### config.mk
export PLATFORM = sky130hd
export DESIGN_NAME = vga_layer_compositor
export DESIGN_NICKNAME = d
export VERILOG_FILES = /design/src/rtl/vga_pkg.sv /design/src/rtl/sprite_flash_timer.sv /design/src/rtl/vga_layer_compositor.sv
export SDC_FILE = /design/constraint.sdc
export NUM_CORES = 1
export LEC_CHECK = 0
export CAP_MARGIN = 20
export CORE_MARGIN = 3
export CORE_UTILIZATION = 45
export CTS_CLUSTER_SIZE = 25
export DETAILED_ROUTE_END_ITERATION = 8
export MAX_ROUTING_LAYER = met4
export PLACE_DENSITY = 0.79
export SETUP_SLACK_MARGIN = 0.05
export SLEW_MARGIN = 10
export SYNTH_ARGS = -nofsm -noshare
export SYNTH_HDL_FRONTEND = slang
export SYNTH_HIERARCHICAL = 1
export SYNTH_SLANG_ARGS = --single-unit
### constraint.sdc
create_clock -name clk -period 4.1 [get_ports clk]
set_input_delay 0.82 -clock clk [delete_from_list [all_inputs] [get_ports clk]]
set_output_delay 0.82 -clock clk [all_outputs]
set_load 0.005 [all_outputs]
### src/rtl/vga_pkg.sv
// Shared colours, keys and helpers for the layered VGA pixel compositor.
package vga_pkg;

    localparam logic [11:0] BLACK   = 12'h000;
    localparam logic [11:0] WHITE   = 12'hFFF;
    localparam logic [11:0] PURPLE  = 12'hF0F;
    localparam logic [11:0] RED     = 12'hF00;

    localparam logic [11:0] KEY_C   = 12'h00C;
    localparam logic [11:0] KEY_D   = 12'h00D;
    localparam logic [11:0] KEY_F   = 12'h00F;
    localparam logic [11:0] OVL_KEY = 12'h0AF;

    typedef enum logic [1:0] {
        TINT_RAW    = 2'b00,
        TINT_SHIELD = 2'b01,
        TINT_RED    = 2'b10
    } tint_e;

    function automatic int clog2(input int v);
        int r;
        r = 0;
        while ((1 << r) < v) r++;
        return r;
    endfunction

    function automatic logic is_key(input logic [11:0] p);
        return (p == KEY_C) || (p == KEY_D) || (p == KEY_F);
    endfunction

endpackage

### src/rtl/sprite_flash_timer.sv
// Per-sprite hit-flash frame counter; a hit reloads it, frame_start counts it down.
module sprite_flash_timer #(
    parameter int FLASH_FRAMES = 16
) (
    input  logic clk,
    input  logic rst,
    input  logic frame_start_i,
    input  logic hit_i,
    output logic blink_o,
    output logic active_o
);

    logic [4:0] cnt_q, cnt_d;
    logic       active_q;

    always_comb begin
        cnt_d = cnt_q;
        if (hit_i) begin
            cnt_d = 5'(FLASH_FRAMES);
        end else if (frame_start_i && (cnt_q != 5'd0)) begin
            cnt_d = cnt_q - 5'd1;
        end
    end

    // active tracks the counter it is registered alongside, so no lag
    always_ff @(posedge clk) begin
        if (rst) begin
            cnt_q    <= 5'd0;
            active_q <= 1'b0;
        end else begin
            cnt_q    <= cnt_d;
            active_q <= (cnt_d != 5'd0);
        end
    end

    assign blink_o  = cnt_q[1];
    assign active_o = active_q;

endmodule

### src/rtl/vga_layer_compositor.sv
// Two-stage compositor: background, overlay and prioritised keyed sprites.
module vga_layer_compositor
    import vga_pkg::*;
#(
    parameter int NUM_SPRITES  = 2,
    parameter int SPR_W        = 128,
    parameter int SPR_H        = 128,
    parameter int ADDR_W       = 14,
    parameter int FLASH_FRAMES = 16,
    parameter int HORIZON      = 394
) (
    input  logic                        clk,
    input  logic                        rst,
    input  logic                        bright,
    input  logic [9:0]                  hCount,
    input  logic [9:0]                  vCount,
    input  logic                        frame_start,
    input  logic [NUM_SPRITES*10-1:0]   spr_x,
    input  logic [NUM_SPRITES*10-1:0]   spr_y,
    input  logic [NUM_SPRITES-1:0]      spr_en,
    input  logic [NUM_SPRITES*2-1:0]    spr_tint,
    input  logic [NUM_SPRITES-1:0]      spr_hit,
    output logic [NUM_SPRITES*ADDR_W-1:0] spr_addr,
    input  logic [NUM_SPRITES*12-1:0]   spr_pixel,
    input  logic                        ovl_valid,
    input  logic [11:0]                 ovl_pixel,
    output logic [NUM_SPRITES-1:0]      flash_active,
    output logic [11:0]                 rgb
);

    localparam logic [9:0] WMASK = 10'(SPR_W - 1);
    localparam logic [9:0] HMASK = 10'(SPR_H - 1);

    logic [NUM_SPRITES-1:0] in_s0, in_q, blink;
    logic                   bright_q;
    logic [2:0]             hsub_q;
    logic [9:0]             vcnt_q;
    logic [11:0]            bg, rgb_d, rgb_q;

    for (genvar i = 0; i < NUM_SPRITES; i++) begin : g_spr
        logic [9:0] x, y;
        assign x = spr_x[i*10 +: 10];
        assign y = spr_y[i*10 +: 10];

        // right/bottom edges at 11 bits so sprites near 1023 do not wrap
        assign in_s0[i] = spr_en[i]
                        && (hCount >= x)
                        && ({1'b0, hCount} < ({1'b0, x} + 11'(SPR_W)))
                        && (vCount >= y)
                        && ({1'b0, vCount} < ({1'b0, y} + 11'(SPR_H)));

        assign spr_addr[i*ADDR_W +: ADDR_W] = (in_s0[i] && !rst)
            ? ADDR_W'((((vCount - y) & HMASK) * SPR_W) + ((hCount - x) & WMASK))
            : '0;

        sprite_flash_timer #(
            .FLASH_FRAMES(FLASH_FRAMES)
        ) u_flash (
            .clk          (clk),
            .rst          (rst),
            .frame_start_i(frame_start),
            .hit_i        (spr_hit[i]),
            .blink_o      (blink[i]),
            .active_o     (flash_active[i])
        );
    end

    always_ff @(posedge clk) begin
        if (rst) begin
            in_q     <= '0;
            bright_q <= 1'b0;
            hsub_q   <= 3'd0;
            vcnt_q   <= 10'd0;
            rgb_q    <= BLACK;
        end else begin
            in_q     <= in_s0;
            bright_q <= bright;
            hsub_q   <= hCount[3:1];
            vcnt_q   <= vCount;
            rgb_q    <= rgb_d;
        end
    end

    always_comb begin
        logic [4:0] g5;
        logic [3:0] g, b;
        g5 = 5'd10 + {3'd0, vcnt_q[6:5]}
           + {4'd0, (hsub_q == 3'b010) || (hsub_q == 3'b101)};
        g  = (g5 > 5'd15) ? 4'hF : g5[3:0];
        b  = (vcnt_q[4] ^ hsub_q[1]) ? 4'd2 : 4'd1;
        if (vcnt_q < 10'(HORIZON)) begin
            bg = {8'h00, (vcnt_q >= 10'd256) ? 4'hF : vcnt_q[7:4]};
        end else begin
            bg = {4'h0, g, b};
        end
    end

    // reverse scan: the last opaque hit written is the lowest index
    always_comb begin
        rgb_d = BLACK;
        if (!bright_q) begin
            rgb_d = BLACK;
        end else if (ovl_valid && (ovl_pixel != OVL_KEY)) begin
            rgb_d = ovl_pixel;
        end else begin
            rgb_d = bg;
            for (int i = NUM_SPRITES - 1; i >= 0; i--) begin
                if (in_q[i] && !is_key(spr_pixel[i*12 +: 12])) begin
                    if (spr_tint[i*2 +: 2] == TINT_SHIELD) begin
                        rgb_d = PURPLE;
                    end else if (flash_active[i] && blink[i]) begin
                        rgb_d = RED;
                    end else if (spr_tint[i*2 +: 2] == TINT_RED) begin
                        rgb_d = RED;
                    end else begin
                        rgb_d = spr_pixel[i*12 +: 12];
                    end
                end
            end
        end
    end

    assign rgb = rgb_q;

endmodule

==> out/metrics.sh <==
OUTCOME='finished, violations left'
FAILED_CHECKS='setup timing'
YOSYS.AREA.TOP_TYPE_SHARE=0.1783
NETLIST_TOP_CELLS_AREA='sky130_fd_sc_hd__dfxtp_1 18%, sky130_fd_sc_hd__ha_1 17%, sky130_fd_sc_hd__inv_1 5.7%, sky130_fd_sc_hd__a21oi_1 4.5%, sky130_fd_sc_hd__nor2_1 3.8%'
SYNTH_WARNINGS=6
FINAL_LAYOUT_SIZE_SUFFIX_GT1_FRAC=0.3800
TOTAL_OF_HOLD_BUFFERS_INSERTED_AFTER_CLOCK_TREE_SYNTHESIS=0
DRC_ERRORS=0
DIODES=0
FINAL_PERIOD_MINUS_WORST_SETUP_SLACK_NS=4.136
IO-PIN-COUNT=151
PLACE.PORT_BUFFERS=150
TIMING.HOLD.WORST_PATH_DEPTH=2
VIAS=5750
NUM-NETS-FINAL=1022
MULTI_INPUT_AREA_UM2=3975
OVERFLOW=0
ASYNC_RESET_FF_FRAC=0
VDD_IR_DROP_MAX_V=0.0002096
HOLDCRITPATHCLASS='flip-flop to flip-flop'
FILLCELLCOUNT=523
HOLD_VIOL_FINAL=0
ARRIVAL_NS=3.32
DIE_BOUNDARY_HEIGHT_UM=104.6
FIRST_PASS_ITERS=5
CTS-HTREE-LEVELS=2
FIN_CRIT_SH=1.009
SYN2LAYOUT_AREA_GROWTH_PCT=79.31
VIAS_IN_THE_FIRST_GLOBAL_ROUTE=5733
POWER_DENSITY_nW_PER_UM2=201.4
FMAX_MHz=241.8
CORE_AREA_UM2=9328
DRTITER0DRC=322
FP.DIEW_UM=104.6
SYNTH_TOP_CELLS_BY_COUNT='66 x sky130_fd_sc_hd__inv_1, 60 x sky130_fd_sc_hd__ha_1, 44 x sky130_fd_sc_hd__nor2_1'
CTS_TREE='built'
TIMING.HOLD.WS_NS=0.5751
LAYOUT.CORE_UTILIZATION=0.8416
DIEAREA_UM2=10950
TIMING.MAX_CAP.VIOLATIONS=0
POST_LAYOUT_NONFILLER_INSTANCES=979
GRT_FIRST_PASS_WIRELENGTH_UM=27290
TIMING.FINAL.MAX_SLEW_VIOLATIONS=0
WORSTSETUPENDPOINTTYPE='primary output'
CELLLEAKAGEPOWER_nW=3.548
CRITICAL_PATH_REQUIRED_NS=3.28
GLOBAL_ROUTING_USAGE_SUMMED_ACROSS_ALL_ROUTING_LAYERS=0.3089
CTS.ROOT.BUFFER_CELL='sky130_fd_sc_hd__clkbuf_8'
SYNTH_FF_TYPE='sky130_fd_sc_hd__dfxtp_1'
AVGSYNTHCELLAREA_UM2=7.960
WORST_SLEW_MARGIN_REL=0.5603
ROUTED_WL_UM=19130
YOSYS.CELL_COUNT.TOP_TYPE='sky130_fd_sc_hd__inv_1'
INITIAL_UTILIZATION=0.4693
TIGHTEST_SLEW_NS=0.6582
WORSTREGTOREGCELLS=6
FFS_LATCHES_SYNTH=39
WORST_SETUP_HOLD_PATH_CLK_SLEW_NS=0.08
SYNTH.NET_COUNT=723
PRE_CTS_SLACK_NS=-0.6329
INITIAL_ANTENNA_VIOLATION_COUNT=0
SYNTH_SEQUENTIAL_AREA_RATIO=0.1783
SYNTH_AREA_UM2=4378
CP_MAX_FO=5
VIAS_PER_CELL=5.873
REPORT.POWER.TOTAL_mW=1.581
CLKLATENCYLATEPIN_NS=0.30
GRT_START_MAX_NET_PINS=23
CLOCK_SINKS=39
LAYOUT_SETUP_WS_NS=-0.03567
POST_DRT_WL_PER_CELL_UM=19.54
NUMPLACEDINSTANCES=920
RSZ0062_AT_GRT='true'
TRITONCTS.NUM_BUFFERS=5
POST-DP-HPWL_UM=12570
CORE.ROWCOUNT=35
FINAL-SETUP-VIOL-COUNT=2
CRIT_TYPE='input port to primary output'
STARTPOINT_TYPE='input port'
DETAIL-ROUTE-ANTENNA-NETS=0
STDCELL_AREA_UM2=7850
TOTALNEGATIVESETUPSLACK_NS=-0.04168
POST_SYNTH_NUM_CELL_TYPES=66
PLACED_CELL_AREA_UM2=6766
LARGEST_AREA_CONTRIBUTOR_IN_THE_NETLIST='sky130_fd_sc_hd__dfxtp_1'
GPL.FINAL_WEIGHTED_CONGESTION=0.9710
CLOCK-SKEW-FINAL_NS=0.003744
NUMBER_OF_STANDARD_CELLS_AFTER_SYNTHESIS=550
POST_SYNTH_EDFFS=0
CTS.PATH.MAX_BUFFERS=2
FINAL-SEQ-AREA_UM2=780.7
## layout make-up
| cell class | instances | area share |
|---|---|---|
| Clock inverter | 3 | 0.003028 |
| Inverter | 68 | 0.03283 |
| Multi-Input combinational cell | 433 | 0.5064 |
| Timing Repair Buffer | 302 | 0.3290 |
| Clock buffer | 5 | 0.008766 |
| Tap cell | 129 | 0.02056 |
| Sequential cell | 39 | 0.09946 |
## placed cells by master (no fill, tap or decap), types with 10 or more instances in the layout
master,n
sky130_fd_sc_hd__ha_4,30
sky130_fd_sc_hd__nor2b_1,25
sky130_fd_sc_hd__dfxtp_1,39
sky130_fd_sc_hd__buf_4,136
sky130_fd_sc_hd__dlymetal6s2s_1,16
sky130_fd_sc_hd__ha_1,29
sky130_fd_sc_hd__xnor2_1,15
sky130_fd_sc_hd__buf_6,12
sky130_fd_sc_hd__dlygate4sd2_1,18
sky130_fd_sc_hd__clkdlybuf4s50_1,81
sky130_fd_sc_hd__inv_2,19
sky130_fd_sc_hd__a21oi_1,31
sky130_fd_sc_hd__nor3_2,15
sky130_fd_sc_hd__nand3_1,12
sky130_fd_sc_hd__clkbuf_2,12
sky130_fd_sc_hd__nor2_1,43
sky130_fd_sc_hd__buf_2,21
sky130_fd_sc_hd__nand2_1,29
sky130_fd_sc_hd__o21a_1,10
sky130_fd_sc_hd__inv_1,48
sky130_fd_sc_hd__o21ai_0,28
sky130_fd_sc_hd__a21o_1,17
## worst max-delay path: stages
cell	delay, ns
sky130_fd_sc_hd__clkdlybuf4s50_1	0.51
sky130_fd_sc_hd__inv_1	0.08
sky130_fd_sc_hd__ha_4	0.30
sky130_fd_sc_hd__nand3_1	0.13
sky130_fd_sc_hd__nor2_1	0.16
sky130_fd_sc_hd__a211oi_1	0.07
sky130_fd_sc_hd__buf_4	0.16
sky130_fd_sc_hd__o21ai_4	0.15
sky130_fd_sc_hd__o311ai_4	0.13
sky130_fd_sc_hd__clkbuf_16	0.19
sky130_fd_sc_hd__buf_8	0.12
sky130_fd_sc_hd__a2111oi_4	0.32
sky130_fd_sc_hd__buf_2	0.17
## worst paths after layout
path                        startpoint                        end  slack (ns)
max reg2reg                  vcnt_q[2]                     rgb[1]        2.23
min reg2reg  g_spr[1].u_flash/cnt_q[1]  g_spr[1].u_flash/cnt_q[1]        0.58
min          g_spr[1].u_flash/cnt_q[1]  g_spr[1].u_flash/cnt_q[1]        0.58
max                          spr_y[16]               spr_addr[17]       -0.04
## sequential cells by signal, indices dropped and copies added (netlist names)
register,flops
rgb,12
g_spr.u_flash/cnt_q,10
vcnt_q,9
hsub_q,3
g_spr.u_flash/active_o,2
in_q,2
bright_q,1
## repair_timing
action,in CTS,in global routing
setup endpoints to repair,28,28
pin swaps,44,46
resized for setup,203,94
buffers inserted,41,8
gates cloned,1,0
## power by group
group | switching, mW | leakage [nW] | total [mW] | internal, mW
sequential | 0.0179 | 0.321 | 0.414 | 0.396
combinational | 0.421 | 3.19 | 0.890 | 0.469
clock | 0.154 | 0.0408 | 0.276 | 0.122
## routing by layer
layer	global-route usage	up-vias	routed length (um)	part of all wire
met4	0.1537	0	1173	0.061
met3	0.04447	119	1288	0.067
li1	-	2598	-	-
met5	-	-	0	0
met1	0.3298	2682	7057	0.37
met2	0.5572	351	9610	0.50
## kinds of logic (layout without fill, tap and decap cells)
family / Yosys count / in the layout / synth area share
XOR/XNOR: 21 / 21 / 0.04201
AND/OR/NAND/NOR: 182 / 183 / 0.2426
buffers and inverters: 79 / 378 / 0.07316
AO/OA/AOI/OAI: 163 / 163 / 0.2695
flip-flops: 39 / 39 / 0.1783
adder cells (fa/ha/maj): 64 / 64 / 0.1898
multiplexers: 2 / 2 / 0.004573
No activity file was read; power rests on OpenSTA's default activity.
